`src/rtl/jk_reg_bank.sv`:
```
// WIDTH-bit register bank with per-bit JK/D/T or whole-word COUNT behaviour,
// parallel load, change/carry pulses and a saturating change-event counter.
module jk_reg_bank #(
    parameter int WIDTH = 8,
    parameter int CNT_W = 16
) (
    input  logic             clk,
    input  logic             rst,
    input  logic             en,
    input  logic [1:0]       mode,
    input  logic [WIDTH-1:0] j,
    input  logic [WIDTH-1:0] k,
    input  logic             load,
    input  logic [WIDTH-1:0] load_data,
    input  logic             clr_cnt,
    output logic [WIDTH-1:0] q,
    output logic             changed,
    output logic             carry,
    output logic [CNT_W-1:0] chg_cnt,
    output logic             cnt_sat
);

    localparam logic [1:0] MODE_JK    = 2'b00;
    localparam logic [1:0] MODE_D     = 2'b01;
    localparam logic [1:0] MODE_T     = 2'b10;
    localparam logic [1:0] MODE_COUNT = 2'b11;
    localparam logic [CNT_W-1:0] CNT_MAX = '1;

    logic [WIDTH-1:0] r_q;
    logic             r_changed;
    logic             r_carry;
    logic [CNT_W-1:0] r_cnt;
    logic             r_sat;

    logic [WIDTH-1:0] w_q_next;
    logic             w_chg;
    logic             w_carry;
    logic [CNT_W-1:0] w_cnt_inc;

    function automatic logic [CNT_W-1:0] sat_inc(input logic [CNT_W-1:0] c);
        return (c == CNT_MAX) ? c : c + CNT_W'(1);
    endfunction

    always_comb begin
        w_q_next = r_q;
        if (load) begin
            w_q_next = load_data;
        end else if (en) begin
            case (mode)
                MODE_JK:    w_q_next = (j & ~r_q) | (~k & r_q);
                MODE_D:     w_q_next = j;
                MODE_T:     w_q_next = r_q ^ j;
                MODE_COUNT: w_q_next = r_q + WIDTH'(1);
                default:    w_q_next = r_q;
            endcase
        end
    end

    assign w_chg     = (w_q_next != r_q);
    assign w_carry   = en && !load && (mode == MODE_COUNT) && (&r_q);
    assign w_cnt_inc = sat_inc(r_cnt);

    // Register stage: every output comes straight from a flop.
    always_ff @(posedge clk or posedge rst) begin
        if (rst) begin
            r_q       <= '0;
            r_changed <= 1'b0;
            r_carry   <= 1'b0;
            r_cnt     <= '0;
            r_sat     <= 1'b0;
        end else begin
            r_q       <= w_q_next;
            r_changed <= w_chg;
            r_carry   <= w_carry;
            if (clr_cnt) begin
                r_cnt <= '0;
                r_sat <= 1'b0;
            end else if (w_chg) begin
                r_cnt <= w_cnt_inc;
                r_sat <= r_sat | (w_cnt_inc == CNT_MAX);
            end
        end
    end

    assign q       = r_q;
    assign changed = r_changed;
    assign carry   = r_carry;
    assign chg_cnt = r_cnt;
    assign cnt_sat = r_sat;

endmodule
```
`config.mk`:
```
export PLATFORM = sky130hd
export DESIGN_NAME = jk_reg_bank
export DESIGN_NICKNAME = d
export VERILOG_FILES = /design/src/rtl/jk_reg_bank.sv
export SDC_FILE = /design/constraint.sdc
export NUM_CORES = 1
export LEC_CHECK = 0
export ABC_CLOCK_PERIOD_IN_PS = 5330
export BUFFER_PORTS_ARGS = -buffer_cell sky130_fd_sc_hd__buf_2
export CAP_MARGIN = 15
export CORE_MARGIN = 4
export CORE_UTILIZATION = 35
export CTS_BUF_LIST = sky130_fd_sc_hd__clkbuf_4 sky130_fd_sc_hd__clkbuf_8 sky130_fd_sc_hd__clkbuf_16
export DETAILED_ROUTE_END_ITERATION = 8
export PLACE_DENSITY = 0.56
export SKIP_CTS_REPAIR_TIMING = 1
export SLEW_MARGIN = 0
export SYNTH_ARGS = -nofsm -noshare
export SYNTH_HDL_FRONTEND = slang
export SYNTH_SLANG_ARGS = --single-unit
```
`constraint.sdc`:
```
create_clock -name clk -period 5.33 [get_ports clk]
set_input_delay 0.2665 -clock clk [delete_from_list [all_inputs] [get_ports clk]]
set_output_delay 0.2665 -clock clk [all_outputs]
set_load 0.05 [all_outputs]
```
==> flow_metrics.env <==
export IMPL_status="completed"
export IMPL_peakVddDrop_uv=97.5
export IMPL_syn_area_per_cell_um2=7.56
export IMPL_detail_route_wl_per_cell_um=15.8
export IMPL_cts_sinks=27
export IMPL_synthArstFlopShare_pct=100
export IMPL_fp_row_count=30
export IMPL_internal_power_w=0.000333
export IMPL_fill_cells=750
export IMPL_ys_ff_latch=27
export IMPL_pre_cts_ws_ps=1850
export IMPL_num_io_pins=58
export IMPL_nets=398
export IMPL_ant_nets=0
export IMPL_yosys_cell_types_count=63
export IMPL_antenna_found_initial=0
export IMPL_cp_end_kind="flop"
export IMPL_p_per_area_nw_per_um2=195
export IMPL_cp_start_kind="flop"
export IMPL_power_leakage_nw=1.19
export IMPL_numPortBuffers=57
export IMPL_core_area_um2=6830
export IMPL_finalPower_w=0.000552
export IMPL_power_frac_seq_pct=43.8
export IMPL_syn_instance_count=329
export IMPL_vias=2580
export IMPL_grt_pass1_wl_um=11700
export IMPL_drv_slew=0
export IMPL_worst_slew_pin_slew_ps=773
export IMPL_yosys_area_top_type="dfrtp_1"
export IMPL_path_clk_slew_ps=110
export IMPL_layout_cells_non_filler=460
export IMPL_grt_use_total_pct=16.5
export IMPL_start_util_pct=36.4
export IMPL_final_cell_mix="buf_2, nand2_1, a21oi_1, dfrtp_1, o21ai_0"
export IMPL_final_common_cell="buf_2"
export IMPL_antenna_cells=0
export IMPL_synthesis_nets=362
export IMPL_setup_tns_final_ps=0
export IMPL_fp_dieH_um=92.3
export IMPL_gp_congestion=0.874
export IMPL_cts_tree="done"
export IMPL_drtIter0Drc=214
export IMPL_yosysWarnings=0
export IMPL_gr_total_overflow=0
export IMPL_comb_power_share_pct=32.6
export IMPL_rsz0062_at_grt="no"
export IMPL_p_sw_share_pct=39.6
export IMPL_first_pass_iters=5
export IMPL_skew_ps=5.72
export IMPL_dp_cells=456
export IMPL_dp_hpwl_um=5160
export IMPL_post_drt_via_cell_ratio=5.61
export IMPL_synth_edff_count=0
export IMPL_wirelength_um=7250
export IMPL_cts_root_buffer="clkbuf_8"
export IMPL_maxSlewHeadroom_pct=48.2
export IMPL_ys_seq_area_share_pct=27.2
export IMPL_clkPwrFrac_pct=23.6
export IMPL_setup_violations=0
export IMPL_clockBufferDepth=2
export IMPL_holdCritPathClass="in -> async"
export IMPL_fmax_mhz=321
export IMPL_grt_max_degree=33
export IMPL_stdcell_area_um2=2830
export IMPL_hold_viol_final=0
export IMPL_htreeDepth=1
export IMPL_cp_arrival_ps=3320
export IMPL_die_w_um=92.3
export IMPL_die_area_um2=8520
export IMPL_fin_ws_ps=2220
export IMPL_synth_top_area_share_pct=27.2
export IMPL_ys_flop_type="dfrtp_1"
export IMPL_synth_area_top_cells="dfrtp_1, a21oi_1, o21ai_0"
export IMPL_drive_gt1_share_pct=19.8
export IMPL_maxCapViolCount=0
export IMPL_clock_latency_ps=280
export IMPL_cts_made_buffers=3
export IMPL_path_max_fanout=15
export IMPL_cp_required_ps=5540
export IMPL_syn_cell_area_um2=2490
export IMPL_path_class="reg -> reg"
export IMPL_finalCritPeriodShare_pct=58.4
export IMPL_drc_errors=0
export IMPL_grt_pass1_vias=2360
export IMPL_period_minus_slack_ps=3110
export IMPL_switchingPower_w=0.000219
export IMPL_area_delta_synth_final_pct=13.7
export IMPL_placed_area_um2=2770
==> kinds of logic after synthesis <==
group | count (synthesis) | synth area share (%)
multiplexers | 8 | 4.38
buffers and inverters | 43 | 7.49
AO/OA/AOI/OAI | 103 | 26.8
flip-flops | 27 | 27.2
AND/OR/NAND/NOR | 132 | 28.2
XOR/XNOR | 14 | 4.93
adder cells (fa/ha/maj) | 2 | 1.01
==> final cells by class <==
cell class | instances | area [um^2] | share of cell area [%]
multi-input combinational | 259 | 1630 | 57.6
sequential | 27 | 676 | 23.9
timing repair buffer | 58 | 293 | 10.3
tap | 96 | 120 | 4.25
inverter | 16 | 60.1 | 2.12
clock buffer | 3 | 41.3 | 1.46
clock inverter | 1 | 8.76 | 0.310
==> metal layers <==
metal,track usage (%),share of wire (%)
met1,24.0,48
met2,26.0,47
met3,2.36,4.2
met4,3.71,0.87
met5,0,0
==> synth_stat cells, types with 4 or more instances <==
master / count
o21ai_0: 24
nand4_1: 7
or4_1: 5
o31ai_1: 5
nor2_1: 18
a31oi_1: 7
a21oi_1: 27
nor2b_1: 10
and2_1: 5
nand3_1: 17
dfrtp_1: 27
nand2_1: 31
buf_2: 13
xor2_1: 6
inv_1: 13
nand2b_1: 4
nor4_1: 4
clkbuf_1: 10
nor3_1: 13
xnor2_1: 8
o22ai_1: 6
==> path summary, 6_finish.rpt <==
check                           slack (ps)          from  depth (start not counted)      end
min in group clk                       210  load_data[7]                          3     q[7]
worst min-delay path                    40           rst                          3    carry
worst max-delay path                  2220    chg_cnt[0]                          8  cnt_sat
worst min register to register         550       cnt_sat                          2  cnt_sat
max in group asynchronous             5020           rst                          3     q[0]
worst max register to register        2220    chg_cnt[0]                          8  cnt_sat
==> critical path, cell delays in order, from the launching register on <==
cell and delay [ps]:
dfrtp_1 510, ha_1 350, nand3_1 180, nor2_1 220, nand3_1 250, nor3_2 700
a31oi_1 170, or4_1 550, o22ai_1 110
==> state kept, by name, summed over array words and instances, names as in the netlist <==
signal and flops:
carry 1, changed 1, chg_cnt 16, cnt_sat 1
q 8
==> power groups by stage <==
stage / logic [W] / registers, W / clock network, W
4_1_cts: 0.000181 / 0.000241 / 0.000138
6_report: 0.000180 / 0.000242 / 0.000130
3_5_place_dp: 0.000180 / 0.000246 / 0
5_1_grt: 0.000198 / 0.000246 / 0.000148
3_3_place_gp: 0.000179 / 0.000245 / 0
2_1_floorplan: 0.000114 / 0.000265 / 0
==> through the flow <==
stage	hold WS, ps	util (%)
4_1_cts	43.6	41.3
3_5_place_dp	371	40.6
5_1_grt	55.9	41.4
3_3_place_gp	363	40.6
2_1_floorplan	319	-
6_report	37.0	41.4
Note: power is estimated with default switching activity, not from simulation.
